$ cat config.mk
export PLATFORM = sky130hd
export DESIGN_NAME = skew_mes_sched
export DESIGN_NICKNAME = d
export VERILOG_FILES = /design/src/rtl/skew_mes_sched.sv
export SDC_FILE = /design/constraint.sdc
export NUM_CORES = 1
export LEC_CHECK = 0
export CAP_MARGIN = 20
export CELL_PAD_IN_SITES_DETAIL_PLACEMENT = 1
export CELL_PAD_IN_SITES_GLOBAL_PLACEMENT = 1
export CORE_UTILIZATION = 43
export CTS_BUF_LIST = sky130_fd_sc_hd__clkbuf_4 sky130_fd_sc_hd__clkbuf_8
export DETAILED_ROUTE_END_ITERATION = 7
export MAX_ROUTING_LAYER = met4
export PLACE_DENSITY = 0.87
export REMOVE_ABC_BUFFERS = 1
export SKIP_CTS_REPAIR_TIMING = 1
export SYNTH_ARGS = -nofsm -noshare
export SYNTH_HDL_FRONTEND = slang
export SYNTH_SLANG_ARGS = --single-unit
$ cat constraint.sdc
create_clock -name clk_i -period 6.5 [get_ports clk_i]
set_clock_uncertainty 0.15 [all_clocks]
set_input_delay 0.65 -clock clk_i [delete_from_list [all_inputs] [get_ports clk_i]]
set_output_delay 0.65 -clock clk_i [all_outputs]
set_load 0.05 [all_outputs]
$ cat src/rtl/skew_mes_sched.sv
// Multi-channel scheduler sharing one skew measurement controller across CH_NUM channels.
// Optional averaging of 2^AVG_LOG2 runs per channel is built when SKEW_MES_SCHED_AVG_EN is defined.
module skew_mes_sched #(
    parameter int unsigned CH_NUM     = 4,
    parameter int unsigned CODE_W     = 10,
    parameter int unsigned SETTLE_CYC = 4,
    parameter int unsigned TMO_W      = 16,
    parameter int unsigned AVG_LOG2   = 2
) (
    input  logic                      clk_i,
    input  logic                      arstn_i,
    input  logic                      start_i,
    input  logic                      abort_i,
    input  logic [CH_NUM-1:0]         ch_mask_i,
    input  logic [TMO_W-1:0]          tmo_cyc_i,
    output logic                      busy_o,
    output logic                      done_o,
    output logic [$clog2(CH_NUM)-1:0] ch_sel_o,
    output logic                      mes_run_o,
    input  logic                      mes_rdy_i,
    input  logic                      mes_err_i,
    input  logic [CODE_W-1:0]         mes_code_i,
    output logic [CH_NUM*CODE_W-1:0]  res_code_o,
    output logic [CH_NUM-1:0]         res_err_o,
    output logic [CH_NUM-1:0]         res_tmo_o,
    output logic [CH_NUM-1:0]         res_valid_o
);

    localparam int unsigned SelW = $clog2(CH_NUM);
    localparam int unsigned PtrW = $clog2(CH_NUM + 1);
    localparam int unsigned SetW = $clog2(SETTLE_CYC + 1);
`ifdef SKEW_MES_SCHED_AVG_EN
    localparam int unsigned AccW    = CODE_W + AVG_LOG2;
    localparam int unsigned RepW    = (AVG_LOG2 > 0) ? AVG_LOG2 : 1;
    localparam int unsigned RepLast = (1 << AVG_LOG2) - 1;
`else
    localparam int unsigned AccW = CODE_W;
`endif

    typedef enum logic [2:0] {
        StIdle,
        StSelect,
        StSettle,
        StRun,
        StStore,
        StRelease,
        StDone
    } state_e;

    state_e state_q, state_d;

    logic [PtrW-1:0]          ptr_q, ptr_d;
    logic [CH_NUM-1:0]        mask_q, mask_d;
    logic [SelW-1:0]          sel_q, sel_d;
    logic [SetW-1:0]          set_cnt_q, set_cnt_d;
    logic [TMO_W-1:0]         tmo_cnt_q, tmo_cnt_d;
    logic [AccW-1:0]          acc_q, acc_d;
    logic                     cur_err_q, cur_err_d;
    logic                     cur_tmo_q, cur_tmo_d;
    logic                     again_q, again_d;
    logic                     busy_q, busy_d;
    logic                     done_q, done_d;
    logic                     run_q, run_d;
    logic [CH_NUM*CODE_W-1:0] res_code_q, res_code_d;
    logic [CH_NUM-1:0]        res_err_q, res_err_d;
    logic [CH_NUM-1:0]        res_tmo_q, res_tmo_d;
    logic [CH_NUM-1:0]        res_valid_q, res_valid_d;
`ifdef SKEW_MES_SCHED_AVG_EN
    logic [RepW-1:0]          rep_q, rep_d;
`endif

    logic            abort_act;
    logic            found;
    logic [SelW-1:0] found_ch;
    logic            tmo_hit;
    logic            store_last;
    logic [CODE_W-1:0] acc_code;

    assign abort_act = abort_i && (state_q != StIdle);
    assign tmo_hit   = (tmo_cyc_i != '0) && (tmo_cnt_q == (tmo_cyc_i - TMO_W'(1)));

`ifdef SKEW_MES_SCHED_AVG_EN
    // Errors cut the remaining repeats short so the channel stores 0 immediately.
    assign store_last = cur_err_q || (rep_q == RepW'(RepLast));
    assign acc_code   = acc_q[AccW-1 -: CODE_W];
`else
    logic unused_avg_cfg;
    assign unused_avg_cfg = (AVG_LOG2 != 0);
    assign store_last     = 1'b1;
    assign acc_code       = acc_q;
`endif

    // Lowest enabled channel at or above the pointer, resolved in one cycle.
    always_comb begin
        found    = 1'b0;
        found_ch = '0;
        for (int i = 0; i < int'(CH_NUM); i++) begin
            if (!found && mask_q[i] && (PtrW'(i) >= ptr_q)) begin
                found    = 1'b1;
                found_ch = SelW'(i);
            end
        end
    end

    always_ff @(posedge clk_i) begin
        if (!arstn_i) begin
            state_q <= StIdle;
        end else begin
            state_q <= state_d;
        end
    end

    always_comb begin
        state_d = state_q;
        if (abort_act) begin
            state_d = StIdle;
        end else begin
            unique case (state_q)
                StIdle:    if (start_i) state_d = StSelect;
                StSelect:  state_d = found ? StSettle : StDone;
                StSettle:  if (set_cnt_q == SetW'(SETTLE_CYC - 1)) state_d = StRun;
                StRun:     if (mes_err_i || mes_rdy_i || tmo_hit) state_d = StStore;
                StStore:   state_d = StRelease;
                StRelease: state_d = again_q ? StRun : StSelect;
                StDone:    state_d = StIdle;
                default:   state_d = StIdle;
            endcase
        end
    end

    always_comb begin
        ptr_d       = ptr_q;
        mask_d      = mask_q;
        sel_d       = sel_q;
        set_cnt_d   = set_cnt_q;
        tmo_cnt_d   = tmo_cnt_q;
        acc_d       = acc_q;
        cur_err_d   = cur_err_q;
        cur_tmo_d   = cur_tmo_q;
        again_d     = again_q;
        res_code_d  = res_code_q;
        res_err_d   = res_err_q;
        res_tmo_d   = res_tmo_q;
        res_valid_d = res_valid_q;
`ifdef SKEW_MES_SCHED_AVG_EN
        rep_d       = rep_q;
`endif
        busy_d = (state_d != StIdle);
        done_d = (state_d == StDone);
        run_d  = (state_d == StRun);

        if (!abort_act) begin
            case (state_q)
                StIdle: begin
                    if (start_i) begin
                        mask_d      = ch_mask_i;
                        ptr_d       = '0;
                        res_err_d   = '0;
                        res_tmo_d   = '0;
                        res_valid_d = '0;
                    end
                end
                StSelect: begin
                    if (found) begin
                        sel_d     = found_ch;
                        set_cnt_d = '0;
                        acc_d     = '0;
                        cur_err_d = 1'b0;
                        cur_tmo_d = 1'b0;
`ifdef SKEW_MES_SCHED_AVG_EN
                        rep_d     = '0;
`endif
                    end
                end
                StSettle: begin
                    set_cnt_d = set_cnt_q + SetW'(1);
                    tmo_cnt_d = '0;
                end
                StRun: begin
                    tmo_cnt_d = tmo_cnt_q + TMO_W'(1);
                    if (mes_err_i) begin
                        cur_err_d = 1'b1;
                    end else if (mes_rdy_i) begin
`ifdef SKEW_MES_SCHED_AVG_EN
                        acc_d = acc_q + AccW'(mes_code_i);
`else
                        acc_d = mes_code_i;
`endif
                    end else if (tmo_hit) begin
                        cur_err_d = 1'b1;
                        cur_tmo_d = 1'b1;
                    end
                end
                StStore: begin
                    again_d = !store_last;
`ifdef SKEW_MES_SCHED_AVG_EN
                    if (!store_last) rep_d = rep_q + RepW'(1);
`endif
                    if (store_last) begin
                        for (int k = 0; k < int'(CH_NUM); k++) begin
                            if (sel_q == SelW'(k)) begin
                                res_code_d[k*CODE_W +: CODE_W] = cur_err_q ? '0 : acc_code;
                                res_err_d[k]   = cur_err_q;
                                res_tmo_d[k]   = cur_tmo_q;
                                res_valid_d[k] = 1'b1;
                            end
                        end
                    end
                end
                StRelease: begin
                    tmo_cnt_d = '0;
                    if (!again_q) ptr_d = PtrW'(sel_q) + PtrW'(1);
                end
                default: begin
                end
            endcase
        end
    end

    always_ff @(posedge clk_i) begin
        if (!arstn_i) begin
            ptr_q       <= '0;
            mask_q      <= '0;
            sel_q       <= '0;
            set_cnt_q   <= '0;
            tmo_cnt_q   <= '0;
            acc_q       <= '0;
            cur_err_q   <= 1'b0;
            cur_tmo_q   <= 1'b0;
            again_q     <= 1'b0;
            busy_q      <= 1'b0;
            done_q      <= 1'b0;
            run_q       <= 1'b0;
            res_code_q  <= '0;
            res_err_q   <= '0;
            res_tmo_q   <= '0;
            res_valid_q <= '0;
`ifdef SKEW_MES_SCHED_AVG_EN
            rep_q       <= '0;
`endif
        end else begin
            ptr_q       <= ptr_d;
            mask_q      <= mask_d;
            sel_q       <= sel_d;
            set_cnt_q   <= set_cnt_d;
            tmo_cnt_q   <= tmo_cnt_d;
            acc_q       <= acc_d;
            cur_err_q   <= cur_err_d;
            cur_tmo_q   <= cur_tmo_d;
            again_q     <= again_d;
            busy_q      <= busy_d;
            done_q      <= done_d;
            run_q       <= run_d;
            res_code_q  <= res_code_d;
            res_err_q   <= res_err_d;
            res_tmo_q   <= res_tmo_d;
            res_valid_q <= res_valid_d;
`ifdef SKEW_MES_SCHED_AVG_EN
            rep_q       <= rep_d;
`endif
        end
    end

    assign busy_o      = busy_q;
    assign done_o      = done_q;
    assign ch_sel_o    = sel_q;
    assign mes_run_o   = run_q;
    assign res_code_o  = res_code_q;
    assign res_err_o   = res_err_q;
    assign res_tmo_o   = res_tmo_q;
    assign res_valid_o = res_valid_q;

endmodule

Yosys cells after proc, flatten, opt, wreduce, memory -nomap -nowiden
Cells that the tools add are included.
{"block": "word_totals", "word_cells": 148, "out_inout_bits": 57, "reg_bits": 98}
{"block": "classes", "order_cmp": 4, "add_sub_neg": 4, "bitwise": 1, "n_reduce_logical": 41, "muxes": 46, "eq_ne": 24}
{"cell": "10-bit 2-to-1 mux", "n": 4}
{"cell": "16-bit one-hot mux with 2 select lines", "n": 1}
{"cell": "4-bit one-hot mux with 2 select lines", "n": 3}
{"cell": "3-bit AND reduction", "n": 8}
{"cell": "1-bit 2-to-1 mux", "n": 22}
{"cell": "3-bit 2-to-1 mux", "n": 7}
{"cell": "2-bit inequality test, second input constant", "n": 10}
{"cell": "10-bit one-hot mux with 2 select lines", "n": 1}
{"cell": "3-bit one-hot mux with 6 select lines", "n": 1}
{"cell": "16-bit by 1-bit adder with 16-bit output, second input constant", "n": 1}
{"cell": "16-bit equality test", "n": 1}
{"cell": "4-bit AND reduction", "n": 4}
{"cell": "16-bit nonzero test", "n": 1}
{"cell": "16-bit by 1-bit subtractor with 16-bit output, second input constant", "n": 1}
{"cell": "3-bit by 2-bit equality test with 1-bit output, second input constant", "n": 4}
{"cell": "3-bit one-hot mux with 2 select lines", "n": 2}
{"cell": "5-bit AND reduction", "n": 2}
{"cell": "2-bit nonzero test", "n": 5}
{"cell": "3-bit equality test, second input constant", "n": 3}
{"cell": "1-bit logical AND", "n": 9}
{"cell": "1-bit by 3-bit greater-or-equal comparator with 1-bit output, first input constant", "n": 2}
{"cell": "2-bit by 3-bit greater-or-equal comparator with 1-bit output, first input constant", "n": 2}
{"cell": "3-bit inequality test, second input constant", "n": 2}
{"cell": "6-bit AND reduction", "n": 1}
{"cell": "16 further kinds", "n": 23}

Logic depth before layout (Yosys ltp)
Gate-level depths: netlist (run 1).
{"block": "logic_depth", "word_depth": 19, "depth_mapped": 11, "depth_no_buf": 10}

Least setup slack after synthesis (run 1)
OpenSTA, ideal clock, no wires.
{"block": "synth_path", "kind": "input to register", "from": "input port tmo_cyc_i[1]", "to": "register busy_q (netlist: busy_o)", "arrival_ns": 2.803, "setup_ns": 0.120, "cell_stages": 8, "setup_slack_ns": 3.428, "n_path_buf": 1, "cell_sequence": "or4_1 -> buf_2 -> mux2_4 -> a2111o_1 -> a2111o_1 -> nand2_1 -> a31oi_2 -> a211o_1"}
{"block": "synth_between", "elab_chain_len": 8, "elab_cells_between_ends": 9}
{"element": "start: declaration", "line_no": "15", "source": "input logic [TMO_W-1:0] tmo_cyc_i,"}
{"element": "16-bit by 1-bit subtractor with 16-bit output", "line_no": "80", "source": "assign tmo_hit = (tmo_cyc_i != '0) && (tmo_cnt_q == (tmo_cyc_i - TMO_W'(1)));"}
{"element": "16-bit equality test", "line_no": "80"}
{"element": "1-bit logical AND *", "line_no": "80"}
{"element": "1-bit logical OR *", "line_no": "122", "source": "StRun: if (mes_err_i || mes_rdy_i || tmo_hit) state_d = StStore;"}
{"element": "3-bit 2-to-1 mux *", "line_no": "122"}
{"element": "3-bit one-hot mux with 6 select lines *", "line_no": "118", "source": "unique case (state_q)"}
{"element": "3-bit 2-to-1 mux *", "line_no": "115", "source": "if (abort_act) begin"}
{"element": "3-bit nonzero test *", "line_no": "148", "source": "busy_d = (state_d != StIdle);"}
{"element": "end signal: assignment", "line_no": "251", "source": "busy_q <= busy_d;"}
{"element": "end: declaration", "line_no": "61", "source": "logic busy_q, busy_d;"}
Every way passes the cells marked *; elsewhere a longest branch is shown, timed or not.
A chain may end at the register's enable or synchronous reset.

Worst setup path in the final report (run 1)
{"block": "layout_path", "from": "input port tmo_cyc_i[2]", "to": "register busy_q (netlist: busy_o)"}
Same word-level chain as after synthesis.

==> results of run 1 <==
## cell families (layout without fill, tap and decap cells)
family / after synthesis / count (layout) / synth area share
AND/OR/NAND/NOR: 266 / 266 / 0.2653
XOR/XNOR: 28 / 28 / 0.05028
AO/OA/AOI/OAI: 136 / 136 / 0.1981
multiplexers: 11 / 11 / 0.02360
buffers and inverters: 51 / 120 / 0.04002
adder cells (fa/ha/maj): 8 / 8 / 0.02052
flip-flops: 98 / 98 / 0.4023
## flip-flops by register name, summed over array words and instances (netlist names), 2 cells and up
name         flops
res_tmo_o        4
ch_sel_o         2
res_code_o      40
ptr_q            3
set_cnt_q        3
state_q          3
mask_q           4
acc_code        10
res_err_o        4
res_valid_o      4
tmo_cnt_q       16
## cells in the mapped netlist, drive strengths merged, types with 6 or more instances
master,number,area (sq um)
o21a,8,60.06
nor2,41,153.9
o21ai,20,100.1
nand2b,10,62.56
nor4,6,43.79
a21oi,15,75.07
a21boi,63,473.0
nand3,50,250.2
nand2,92,345.3
ha,8,100.1
inv,12,45.04
nor3,8,45.04
mux2i,10,100.1
xnor2,16,140.1
nor2b,27,168.9
clkbuf,36,135.1
dfxtp,98,1962
xor2,12,105.1
## layer usage
| metal | vias up | part of all wire | wire, um | track usage |
|---|---|---|---|---|
| met3 | 33 | 0.026 | 365 | 0.02833 |
| met2 | 81 | 0.49 | 6879 | 0.4186 |
| met5 | - | 0 | 0 | - |
| met4 | 0 | 0.025 | 348 | 0.1023 |
| met1 | 2160 | 0.46 | 6381 | 0.3099 |
| li1 | 2189 | - | - | - |
## power groups by stage
stage	clock, mW	sequential [mW]	combinational (mW)
after floorplan	0	0.646	0.0808
after global placement	0	0.636	0.153
after detailed placement	0	0.637	0.158
after CTS	0.442	0.623	0.160
after global routing	0.467	0.625	0.173
final	0.435	0.623	0.159
## how the worst max path moves through the flow
stage	slack [ps]	end	from	cells past startpoint
2_1_floorplan	3390	busy_o	tmo_cyc_i[1]	7
3_3_place_gp	2700	busy_o	tmo_cyc_i[2]	8
3_5_place_dp	2550	busy_o	tmo_cyc_i[2]	8
4_1_cts	2950	busy_o	tmo_cyc_i[2]	8
5_1_grt	2770	busy_o	tmo_cyc_i[4]	9
6_report	2920	busy_o	tmo_cyc_i[2]	8
## final cells by class
type / count / area (sq um) / share of cell area
inverter: 12 / 45.04 / 0.007446
clock inverter: 4 / 76.32 / 0.01262
tap: 140 / 175.2 / 0.02896
timing repair buffer: 94 / 930.9 / 0.1539
clock buffer: 10 / 137.6 / 0.02275
multi-input combinational: 449 / 2723 / 0.4501
sequential: 98 / 1962 / 0.3243
## worst max-delay path: stages
cell	delay (ps)
clkdlybuf4s50_1	550
or4_1	710
mux2_4	360
a2111o_1	390
a2111o_1	490
nand2_1	150
a31oi_2	120
a211o_1	270
## per-stage QoR
stage | hold WS (ps) | std cells | util | setup slack (ps)
CTS | 303.9 | 807 | 0.5532 | 2945
global route | 326.0 | 807 | 0.5532 | 2773
finish | 304.0 | 807 | 0.5532 | 2917
detailed placement | 292.8 | 793 | 0.5336 | 2549
floorplan | 276.2 | 559 | - | 3392
global placement | 283.8 | 793 | 0.5336 | 2698
==> summary.md, run 1 <==
| Metric | Value |
|---|---|
| Status | `completed` |
| Synth cell types | `55` |
| Worst reg2reg setup slack | `3640 ps` |
| Post-Syn Instances | `598` |
| HPWL Detailed | `10300 um` |
| PD cells | `201.1 nW/um^2` |
| Num Clock Sinks | `98` |
| Fillers | `1359` |
| Clock transition at path regs | `90 ps` |
| WP data required | `6610 ps` |
| Cts bufs inserted | `9` |
| Yosys warnings | `0` |
| Total power | `1.217 mW` |
| Pin count of the biggest net entering global routing | `84` |
| Min-Delay Path Class | `register to register` |
| RR Startpoint | `tmo_cnt_q[11]` |
| # IOs | `93` |
| Synthesized flop and latch total | `98` |
| Remaining Overflow, GRT | `0` |
| Vias in the first global route | `4662` |
| Syn_area_per_cell | `8.156 sq um` |
| Share of power burned in registers | `0.512` |
| Fmax | `279.1 MHz` |
| Final Hold Fails | `0` |
| Net switching power | `318.1 uW` |
| Arr. time, crit path | `3690 ps` |
| Worst Setup End Kind | `register` |
| Drt pass-1 iters | `4` |
| Area after DPL | `5836 sq um` |
| Top_reg_cell synth | `dfxtp_1` |
| Root Buffer | `clkbuf_8` |
| Design Area, Final | `6050 sq um` |
| Die footprint | `11770 sq um` |
| Worst setup SP type | `input pin` |
| Hold path cells | `2` |
| Sequential area share after synthesis | `0.4023` |
| Fin Setup TNS | `0 ps` |
| Cell Area, Synth | `4877 sq um` |
| DRC | `0` |
| Leak | `2.066 nW` |
| Clock share of power | `0.358` |
| Slew margin rel. | `0.3866` |
| Comb pwr share | `0.130` |
| Ys async rst share | `0` |
| Sw frac | `0.2614` |
| DR vias | `4463` |
| R2R depth | `8` |
| Area Overhead vs Synth | `24.04%` |
| Hold worst-path end | `acc_code[5]` |
| Max Slew Vio Count | `0` |
| Std-Cell Rows | `38` |
| H-tree depth | `3` |
| First-pass GRT wire length | `22460 um` |
| Type of the worst setup path | `input pin to register` |
| Tcrit/Tclk final | `0.5512` |
| Routed wirelength normalized by instance count | `17.32 um` |
| Die height | `108.5 um` |
| Global placement routability congestion | `0.8045` |
| Final-stage net count | `708` |
| Die width | `108.5 um` |
| Ant diodes | `0` |
| HP Start | `acc_code[5]` |
| Routed wire length | `13980 um` |
| All-Layer GR Usage | `0.2518` |
| Post-DRT Antenna Nets | `0` |
| Clock Tree Buf Depth | `2` |
| Commonest non-fill, non-tap cells in the layout | `dfxtp_1 (98), nand2_1 (92), clkdlybuf4s50_1 (91), a21boi_1 (62), nand3_1 (50)` |
| 1st-iter DRT viols | `144` |
| Worst VDD drop | `0.1263 mV` |
| Port Buffer Count | `92` |
| Most common cell after layout, fill and taps aside | `dfxtp_1` |
| Worst r2r dst | `busy_o` |
| P_int | `898.7 uW` |
| Max-cap violations | `0` |
| Min cycle time layout | `3583 ps` |
| Initial antenna violation count | `0` |
| Share of cells above drive strength 1 | `0.03598` |
| Worst-Margin Slew | `914.0 ps` |
| # setup viols final | `0` |
| Post-synth EDFFs | `0` |
| CP max FO | `8` |
| Initial core utilization | `0.4460` |
| Unrepaired setup endpoints after global routing | `no` |
| CTS tree | `yes` |
| Clk Latency, worst-skew pair | `370 ps` |
| Drt via density | `5.530` |
| CORE AREA | `10940 sq um` |
(Power assumes the default switching activity.)
==> run 2, diff against run 1 <==
Settings changed: CORE_UTILIZATION 43 to 40, PLACE_DENSITY 0.87 to 0.82.
Clock period 6.5 ns to 3.3 ns, I/O delays scaled along.
==> summary.md, run 2 (synthesis gave the netlist of run 1 again) <==
| Metric | Value |
|---|---|
| Status | `completed` |
| Clock transition at path regs | `90 ps` |
| Routed wire length | `14330 um` |
| Hold worst-path end | `cur_tmo_q` |
| Most common cell after layout, fill and taps aside | `dfxtp_1` |
| # setup viols final | `0` |
| DRC | `0` |
| # IOs | `93` |
| Num Clock Sinks | `98` |
| Die height | `112.4 um` |
| Cts bufs inserted | `9` |
| CTS tree | `yes` |
| Min Hold Slack | `277.4 ps` |
| R2R depth | `8` |
| Min-Delay Path Class | `input pin to register` |
| Drt pass-1 iters | `4` |
| Post-DRT Antenna Nets | `0` |
| Arr. time, crit path | `3190 ps` |
| Reg area | `1962 sq um` |
| Root Buffer | `clkbuf_8` |
| Final-stage net count | `727` |
| DR vias | `4555` |
| Worst reg2reg setup slack | `450 ps` |
| Max Slew Vio Count | `0` |
| Initial antenna violation count | `0` |
| HP Start | `arstn_i` |
| Max reg flops | `40` |
| Slew margin rel. | `0.3841` |
| Port Buffer Count | `92` |
| Worst path slowest cell | `or4_1` |
| WP data required | `3410 ps` |
| Multi-input gate area | `2723 sq um` |
| Worst r2r dst | `busy_o` |
| All-Layer GR Usage | `0.2417` |
| CP peak stage delay | `650 ps` |
| Min cycle time layout | `3078 ps` |
| Worst setup SP type | `input pin` |
| Commonest non-fill, non-tap cells in the layout | `dfxtp_1 (98), nand2_1 (92), clkdlybuf4s50_1 (91), a21boi_1 (62), nand3_1 (50)` |
| Worst Setup End Kind | `register` |
| H-tree depth | `3` |
| Die footprint | `12640 sq um` |
| Post-route setup slack | `221.9 ps` |
| Final Hold Fails | `0` |
| Remaining Overflow, GRT | `0` |
| Clock Tree Buf Depth | `2` |
| Place WS | `-131.1 ps` |
| PD cells | `382.1 nW/um^2` |
| Die width | `112.4 um` |
| Drt via density | `5.481` |
| Crit path cell chain | `clkdlybuf4s50_1, or4_1, mux2_4, a2111o_1, a2111o_1, nand2_1, a31oi_2, a211o_1` |
| Leak | `2.153 nW` |
| Type of the worst setup path | `input pin to register` |
| Ant diodes | `0` |
| Pin count of the biggest net entering global routing | `38` |
| Vias in the first global route | `4746` |
| HPWL Detailed | `10810 um` |
| Worst VDD drop | `0.2605 mV` |
| Share of cells above drive strength 1 | `0.06541` |
| Worst-Margin Slew | `920.5 ps` |
| Fmax | `324.9 MHz` |
| Initial core utilization | `0.4182` |
| Global placement routability congestion | `0.8368` |
| Hold path cells | `3` |
| Unrepaired setup endpoints after global routing | `no` |
| Routed wirelength normalized by instance count | `17.24 um` |
| Placed instance count | `815` |
| Fillers | `1419` |
| Area Overhead vs Synth | `26.81%` |
| Tcrit/Tclk final | `0.9328` |
| Fin cells | `831` |
| Max-cap violations | `0` |
| CORE AREA | `11660 sq um` |
| Clk Latency, worst-skew pair | `380 ps` |
| CP max FO | `4` |
| RR Startpoint | `tmo_cnt_q[11]` |
| Std-Cell Rows | `39` |
| First-pass GRT wire length | `23390 um` |
| 1st-iter DRT viols | `157` |
| CP most frequent cell | `a2111o_1` |
run 2: metrics by stage:
step	TNS [ps]	area, sq um	power [mW]	util
4_1_cts	0	6185	2.380	0.5303
6_report	0	6185	2.363	0.5303
3_3_place_gp	-42.95	5982	1.573	0.5129
2_1_floorplan	0	4727	1.431	-
3_5_place_dp	-138.9	5982	1.584	0.5129
5_1_grt	0	6185	2.467	0.5303
run 2: how the worst max path moves through the flow:
stage	start	end	slack [ps]	cells after the start
2_1_floorplan	state_q[1]	res_code_o[10]	390	5
3_3_place_gp	tmo_cyc_i[0]	busy_o	-40	8
3_5_place_dp	tmo_cyc_i[0]	busy_o	-130	12
4_1_cts	tmo_cyc_i[1]	busy_o	250	8
5_1_grt	tmo_cyc_i[1]	busy_o	40	12
6_report	tmo_cyc_i[1]	busy_o	220	8
run 2: layer usage:
layer  GRT usage  wire, um  up-vias
met3     0.04428       485       24
met2      0.3946      6874       91
met5           -         0        -
met1      0.3044      6709     2208
met4     0.07378       257        0
li1            -         -     2232
run 2: power breakdown:
| part | switching (mW) | total (mW) | leakage [nW] | internal [mW] |
|---|---|---|---|---|
| clock network | 0.432 | 0.805 | 0.101 | 0.373 |
| logic | 0.194 | 0.335 | 1.26 | 0.141 |
| registers | 0.0240 | 1.22 | 0.791 | 1.20 |
run 2: critical path: cells and delay by family:
family | cells | cell delay [ps]
buffers and inverters | 1 | 450
AO/OA/AOI/OAI | 4 | 1260
AND/OR/NAND/NOR | 2 | 810
multiplexers | 1 | 340
run 2: area by class of cell:
class | count | area share
Inverter | 12 | 0.007283
Clock buffer | 11 | 0.02246
Timing Repair Buffer | 113 | 0.1736
Sequential cell | 98 | 0.3172
Multi-Input combinational cell | 449 | 0.4402
Clock inverter | 5 | 0.01032
Tap cell | 143 | 0.02893
